--- config.mk ---
export PLATFORM = sky130hd
export DESIGN_NAME = serial_add_seq
export DESIGN_NICKNAME = d
export VERILOG_FILES = /design/src/rtl/serial_add_seq.sv
export SDC_FILE = /design/constraint.sdc
export NUM_CORES = 1
export LEC_CHECK = 0
export BUFFER_PORTS_ARGS = -buffer_cell sky130_fd_sc_hd__buf_2
export CAP_MARGIN = 20
export CORE_ASPECT_RATIO = 1.5
export CORE_MARGIN = 3
export CORE_UTILIZATION = 40
export CTS_CLUSTER_SIZE = 24
export DETAILED_ROUTE_END_ITERATION = 10
export PLACE_DENSITY = 0.59
export SLEW_MARGIN = 10
export SYNTH_ARGS = -nofsm -noshare
export SYNTH_HDL_FRONTEND = slang
export SYNTH_SLANG_ARGS = --single-unit
--- constraint.sdc ---
create_clock -name clk -period 1.2 [get_ports clk]
set_input_delay 0 -clock clk [delete_from_list [all_inputs] [get_ports clk]]
set_output_delay 0 -clock clk [all_outputs]
set_load 0.02 [all_outputs]
--- src/rtl/serial_add_seq.sv ---
// Bit-serial adder sequencer: one full-adder slice (two half adders + carry OR), LSB-first.
// Optional SERIAL_SUB_EN adds a 'sub' port that turns the slice into a subtractor.
module serial_add_seq #(
    parameter int WIDTH = 4
) (
    input  logic             clk,
    input  logic             rst,
    input  logic             start,
    input  logic [WIDTH-1:0] op_a,
    input  logic [WIDTH-1:0] op_b,
    output logic             busy,
    output logic             done,
    output logic [WIDTH-1:0] sum,
    output logic             cout
`ifdef SERIAL_SUB_EN
    ,
    input  logic             sub
`endif
);

    localparam int CW = (WIDTH > 1) ? $clog2(WIDTH) : 1;
    localparam logic [CW-1:0] LAST = CW'(WIDTH - 1);

    typedef enum logic [1:0] {
        IDLE = 2'd0,
        RUN  = 2'd1,
        DONE = 2'd2
    } state_t;

    state_t state, state_next;

    logic [WIDTH-1:0] a_sr, b_sr;
    logic [CW-1:0]    cnt;
    logic             carry;
    logic             load, step;
    logic             a_bit, b_bit, carry_init;
    logic             h1_s, h1_c, h2_c, s_bit, c_next;

`ifdef SERIAL_SUB_EN
    logic sub_r;

    always_ff @(posedge clk) begin
        if (rst)       sub_r <= 1'b0;
        else if (load) sub_r <= sub;
    end

    assign b_bit      = b_sr[0] ^ sub_r;
    assign carry_init = sub;
`else
    assign b_bit      = b_sr[0];
    assign carry_init = 1'b0;
`endif

    assign a_bit  = a_sr[0];
    assign h1_s   = a_bit ^ b_bit;
    assign h1_c   = a_bit & b_bit;
    assign s_bit  = h1_s ^ carry;
    assign h2_c   = h1_s & carry;
    assign c_next = h1_c | h2_c;

    always_ff @(posedge clk) begin
        if (rst) state <= IDLE;
        else     state <= state_next;
    end

    always_comb begin
        state_next = state;
        load       = 1'b0;
        step       = 1'b0;
        busy       = 1'b0;
        done       = 1'b0;
        case (state)
            IDLE: begin
                if (start) begin
                    load       = 1'b1;
                    state_next = RUN;
                end
            end
            RUN: begin
                busy = 1'b1;
                step = 1'b1;
                if (cnt == LAST) state_next = DONE;
            end
            DONE: begin
                done = 1'b1;
                if (start) begin
                    load       = 1'b1;
                    state_next = RUN;
                end else begin
                    state_next = IDLE;
                end
            end
            default: state_next = IDLE;
        endcase
    end

    // Result shifts in MSB-first so after WIDTH steps bit 0 sits at sum[0].
    always_ff @(posedge clk) begin
        if (rst) begin
            a_sr  <= '0;
            b_sr  <= '0;
            cnt   <= '0;
            carry <= 1'b0;
            sum   <= '0;
            cout  <= 1'b0;
        end else if (load) begin
            a_sr  <= op_a;
            b_sr  <= op_b;
            cnt   <= '0;
            carry <= carry_init;
            sum   <= '0;
            cout  <= 1'b0;
        end else if (step) begin
            a_sr  <= {1'b0, a_sr[WIDTH-1:1]};
            b_sr  <= {1'b0, b_sr[WIDTH-1:1]};
            carry <= c_next;
            sum   <= {s_bit, sum[WIDTH-1:1]};
            if (cnt == LAST) cout <= c_next;
            else             cnt  <= cnt + 1'b1;
        end
    end

endmodule

Word level (Yosys, flattened, before mapping)
Index checks and enable logic that the tools add are counted.

word-level totals
  register bits after elaboration = 18
  output and inout port bits = 7

operators by class
  add/subtract/negate cells = 1
  eq/ne operators = 5
  mux-type cells = 12
  bitwise logic cells = 6
  reduce and logical (&&, ||, !) cells = 7

operators by type and width
  operator               number
  $mux W4                4
  $pmux W2 S3            1
  $reduce_and A2 Y1      3
  $mux W1                5
  $eq A2 B2 Y1 const B   2
  $mux W2                2
  $ne A2 B2 Y1 const B   2
  $reduce_or A2 Y1       2
  $add A2 B1 Y2 const B  1
  $and A1 B1 Y1          2
  $eq A2 B1 Y1 const B   1
  $logic_not A2 Y1       1
  $reduce_bool A2 Y1     1
  $xor A1 B1 Y1          2
  $not A1 Y1             1
  $or A1 B1 Y1           1

Longest topological paths before layout
  depth in word-level cells = 4
  mapped depth = 5

Worst setup path before layout
OpenSTA, ideal clock, no wires.

  path type = register to register
  start point = reg cnt[0]
  end point = reg cnt[0]
  setup time = 0.115 ns
  data arrival time = 0.943 ns
  required time = 1.085 ns
  path slack = 0.143 ns
  cell stages (with the launch flop) = 5
  path buffers = 0
  clock period less this slack = 1.057 ns
  cell sequence = dfxtp_1 > ha_1 > nor3b_2 > xnor2_1 > nor2_1

on the way
  longest elaborated chain between the ends = 3
  elaborated cells between the ends (all ways) = 4
  those cells by class = 1 x add/sub; 1 x eq/ne; 1 x bitwise; 1 x reduce/logical

RTL lines
  element                      line  RTL
  start, declared              33    logic [CW-1:0] cnt;
  start signal, assigned       119   else cnt <= cnt + 1'b1;
  $eq A2 B2 Y1                 118   if (cnt == LAST) cout <= c_next;
  $not A1 Y1 (no line)         --
  $reduce_and A2 Y1 (no line)  --

Parallel ways exist; a longest one is shown, timed or not.
A chain may end at the register's enable or synchronous reset.

Final worst setup path
Ends and elaborated chain as after synthesis.

==> impl_results.md <==
* Clock network latency to the later pin of the worst-skew pair at between 200 and 300 ps
* #FFs+latches synth at 18
* Initial antenna violation count at 0
* HP Class: input pin to flip-flop
* Cell count of the worst reg-to-reg path at 4
* Number of distinct library cell variants in the gate-level netlist after synthesis at 27
* WS Path Type: flip-flop to flip-flop
* Share of final-layout standard cells stronger than drive strength 1 at 39.3%
* Post-synth top area cell: sky130_fd_sc_hd__dfxtp_1
* Count of buffers inserted at the top-level ports at 17
* Row Count at 19
* Drt wl/cell at 11.8 microns
* Number of hold violations in the final report at 0
* Post-layout power at 1.20 mW
* Die Span Y at 60.6 microns
* Seq/Total Area, Yosys at 45.3%
* Share of the clock period used by the worst path after layout at 93.0%
* Clock Skews at 6.19 ps
* Synth Area in XOR/XNOR at between 1 and 1.5%
* IR drop worst, VDD at 0.729 mV
* Routability Congestion at 0.699
* Vias in the first global route at 619
* Worst slew margin relative to its limit at 84.1%
* Aggregate global routing overflow at 0
* Die span in x at 42.4 microns
* Root buf cell: sky130_fd_sc_hd__clkbuf_4
* Overall die area at around 2600 sq um
* Detailed-router iteration count before antenna repair at 4
* Fraction of synthesized area in multiplexers at under 10%
* CTS Buffer Depth at 2
* Sink count of the clock tree at 18
* Per-instance average area after synthesis at between 9 and 10 sq um
* Area of the mapped netlist at roughly 800 sq um
* Number of buffers added by the clock tree synthesis step at 3
* Final HPWL from detailed placement at 1160 microns
* Status: completed
* Cell types with the largest area share after synthesis: sky130_fd_sc_hd__dfxtp_1, sky130_fd_sc_hd__a21oi_2, sky130_fd_sc_hd__nand2_1
* Fraction of the mapped netlist area in simple logic gates at between 20 and 30%
* Post-Route WL at 1510 microns
* Post-layout min period at between 1000 and 1500 ps
* Core region area at 1850 sq um
* Count of pins over their slew limit at 0
* Final layout net count at 121
* Remaining DRCs at 0
* Maximum fanout encountered on the critical timing path at 4
* Final setup TNS at 0 ps
* Routed Antenna Nets at 0
* Top-level I/O count at 18
* Worst Hold Slack at approximately 19 ps
* Area share of the largest cell type after synthesis at a little under half
* Max Cap Violations at 0
* Least-Margin Pin Slew at 239 ps
* Starting density of the core at between 40% and 50%
* Arr. time, crit path at ~1300 ps
* Synthesized net count at 97
* Cell leakage power at 0.387 nW
* H-Tree Level Count at 1
* Pin count of the biggest net entering global routing at 13
* Crit path launch type: flip-flop
* Area fraction in compound gates after synthesis at 15.3%
* Combinational family with the most area after synthesis: simple AND/OR/NAND/NOR gates
* Power density relative to cell area at 1230 nW/um^2
* Maximum clock frequency at 896 MHz
* Wire length of the first global-routing pass at ~2700 microns
* Endpoint type of the worst setup path: flip-flop
* CP required at approximately 1400 ps
* Ant. Diodes at 0
* Global Route Usage Sum at 13.5%
* Initial drt markers at 22
* Vias at 658
* Setup repair bufs after CTS at 0
* Depth of the worst hold-timing path at 3
* Adder-cell share of the synthesized area at 4.09%
* Clock Pin Slew Worst Setup and Hold Paths at 110 ps
* Setup repair after global routing missed its margin: no
* Vias per cell at between 5 and 6
* Synthesis warning total at 0
* Syn Inst Count at 84
* Area growth from synthesis to layout at 22.3%
* Final Setup Violations at 0
* Clock tree from TritonCTS: done
## cells in the mapped netlist
library cell and number:
sky130_fd_sc_hd__a21oi_1 1, sky130_fd_sc_hd__a21oi_2 7, sky130_fd_sc_hd__a22oi_1 1, sky130_fd_sc_hd__a311oi_1 1
sky130_fd_sc_hd__a311oi_2 1, sky130_fd_sc_hd__buf_2 1, sky130_fd_sc_hd__buf_4 1, sky130_fd_sc_hd__buf_6 3
sky130_fd_sc_hd__clkbuf_1 1, sky130_fd_sc_hd__dfxtp_1 18, sky130_fd_sc_hd__fa_1 1, sky130_fd_sc_hd__ha_1 1
sky130_fd_sc_hd__inv_2 1, sky130_fd_sc_hd__mux2i_1 2, sky130_fd_sc_hd__nand2_1 16, sky130_fd_sc_hd__nand2b_1 1
sky130_fd_sc_hd__nand2b_2 2, sky130_fd_sc_hd__nand3_1 2, sky130_fd_sc_hd__nand3b_1 1, sky130_fd_sc_hd__nor2_1 6
sky130_fd_sc_hd__nor2b_1 2, sky130_fd_sc_hd__nor3_1 6, sky130_fd_sc_hd__nor3_2 2, sky130_fd_sc_hd__nor3b_2 1
sky130_fd_sc_hd__o21ai_1 1, sky130_fd_sc_hd__o22ai_1 3, sky130_fd_sc_hd__xnor2_1 1
## layout by cell type (no fill, tap or decap)
cell type                        n
sky130_fd_sc_hd__nor3_1          6
sky130_fd_sc_hd__nand3_1         2
sky130_fd_sc_hd__a311oi_2        1
sky130_fd_sc_hd__ha_2            1
sky130_fd_sc_hd__buf_2          17
sky130_fd_sc_hd__inv_4           1
sky130_fd_sc_hd__nand2_1        16
sky130_fd_sc_hd__a22oi_1         1
sky130_fd_sc_hd__nor2_1          6
sky130_fd_sc_hd__nand3b_1        1
sky130_fd_sc_hd__mux2i_1         2
sky130_fd_sc_hd__a311oi_1        1
sky130_fd_sc_hd__dlygate4sd3_1   3
sky130_fd_sc_hd__o22ai_1         3
sky130_fd_sc_hd__dfxtp_1        17
sky130_fd_sc_hd__nand2b_2        2
sky130_fd_sc_hd__nand2b_1        1
sky130_fd_sc_hd__xnor2_1         1
sky130_fd_sc_hd__a21oi_2         7
sky130_fd_sc_hd__clkbuf_8        1
sky130_fd_sc_hd__clkbuf_4        3
sky130_fd_sc_hd__nor2b_1         2
sky130_fd_sc_hd__dfxtp_2         1
sky130_fd_sc_hd__buf_4           5
sky130_fd_sc_hd__a21oi_1         1
sky130_fd_sc_hd__nor3_2          2
sky130_fd_sc_hd__nor3b_4         1
sky130_fd_sc_hd__o21ai_1         1
sky130_fd_sc_hd__fa_1            1
## final timing paths
check        startpoint  slack [ps]  endpoint
max reg2reg      cnt[0]          80    cnt[0]
max              cnt[0]          80    cnt[0]
min             op_b[1]          20   b_sr[1]
min reg2reg      sum[0]         470    sum[0]
## per-layer routing
metal,global-route usage (%),vias up,share of wire (%)
li1,-,333,-
met4,5.33,0,0.86
met5,0,-,0
met1,15.4,309,43
met3,2.08,2,4.4
met2,25.3,14,52
## layout make-up
cell class / instances / area, sq um
Sequential cell: 18 / 362
Clock buffer: 4 / 36.3
Inverter: 1 / 6.26
Multi-Input combinational cell: 59 / 390
Tap cell: 21 / 26.3
Fill cell: 180 / 881
Timing Repair Buffer: 25 / 153
## worst max-delay path, cell delays in order, from the launching register on
cell,delay (ps)
sky130_fd_sc_hd__dfxtp_1,340
sky130_fd_sc_hd__ha_2,220
sky130_fd_sc_hd__nor3b_4,240
sky130_fd_sc_hd__xnor2_1,150
sky130_fd_sc_hd__nor2_1,60
## per-stage QoR
step / instances / utilization [%] / instance area [sq um] / setup WS [ps]
floorplan: 84 / - / 796 / 143
global placement: 121 / 48.2 / 895 / 104
detailed placement: 121 / 48.2 / 895 / 43.2
CTS: 128 / 51.8 / 961 / 2.12
global route: 128 / 52.5 / 973 / 9.79
finish: 128 / 52.5 / 973 / 84.1
## kinds of logic (layout without fill, tap and decap cells)
family                     count (synthesis)  after routing
DFF                                       18             18
xor gates and xnor gates                   1              1
adders and majority gates                  2              2
muxes                                      2              2
buffers and inverters                      7             30
AOI/OAI and AO/OA                         15             15
and+or+nand+nor                           39             39
## sequential cells by signal, indices dropped and copies added (netlist names)
register,count
carry,1
a_sr,4
b_sr,4
state,2
sum,4
cout,1
cnt,2
## report_power, final
part | internal [mW] | total [mW] | leakage, nW | switching, mW
logic | 0.0848 | 0.185 | 0.219 | 0.100
registers | 0.628 | 0.650 | 0.147 | 0.0212
clock network | 0.184 | 0.366 | 0.0210 | 0.181
total | 0.898 | 1.20 | 0.387 | 0.303
## repair_timing
item,4_1_cts,5_1_grt
gates resized for setup,0,4
endpoints found under the setup margin,0,5
hold buffers,3,0
hold endpoints to repair,3,0
(Power assumes the default switching activity.)
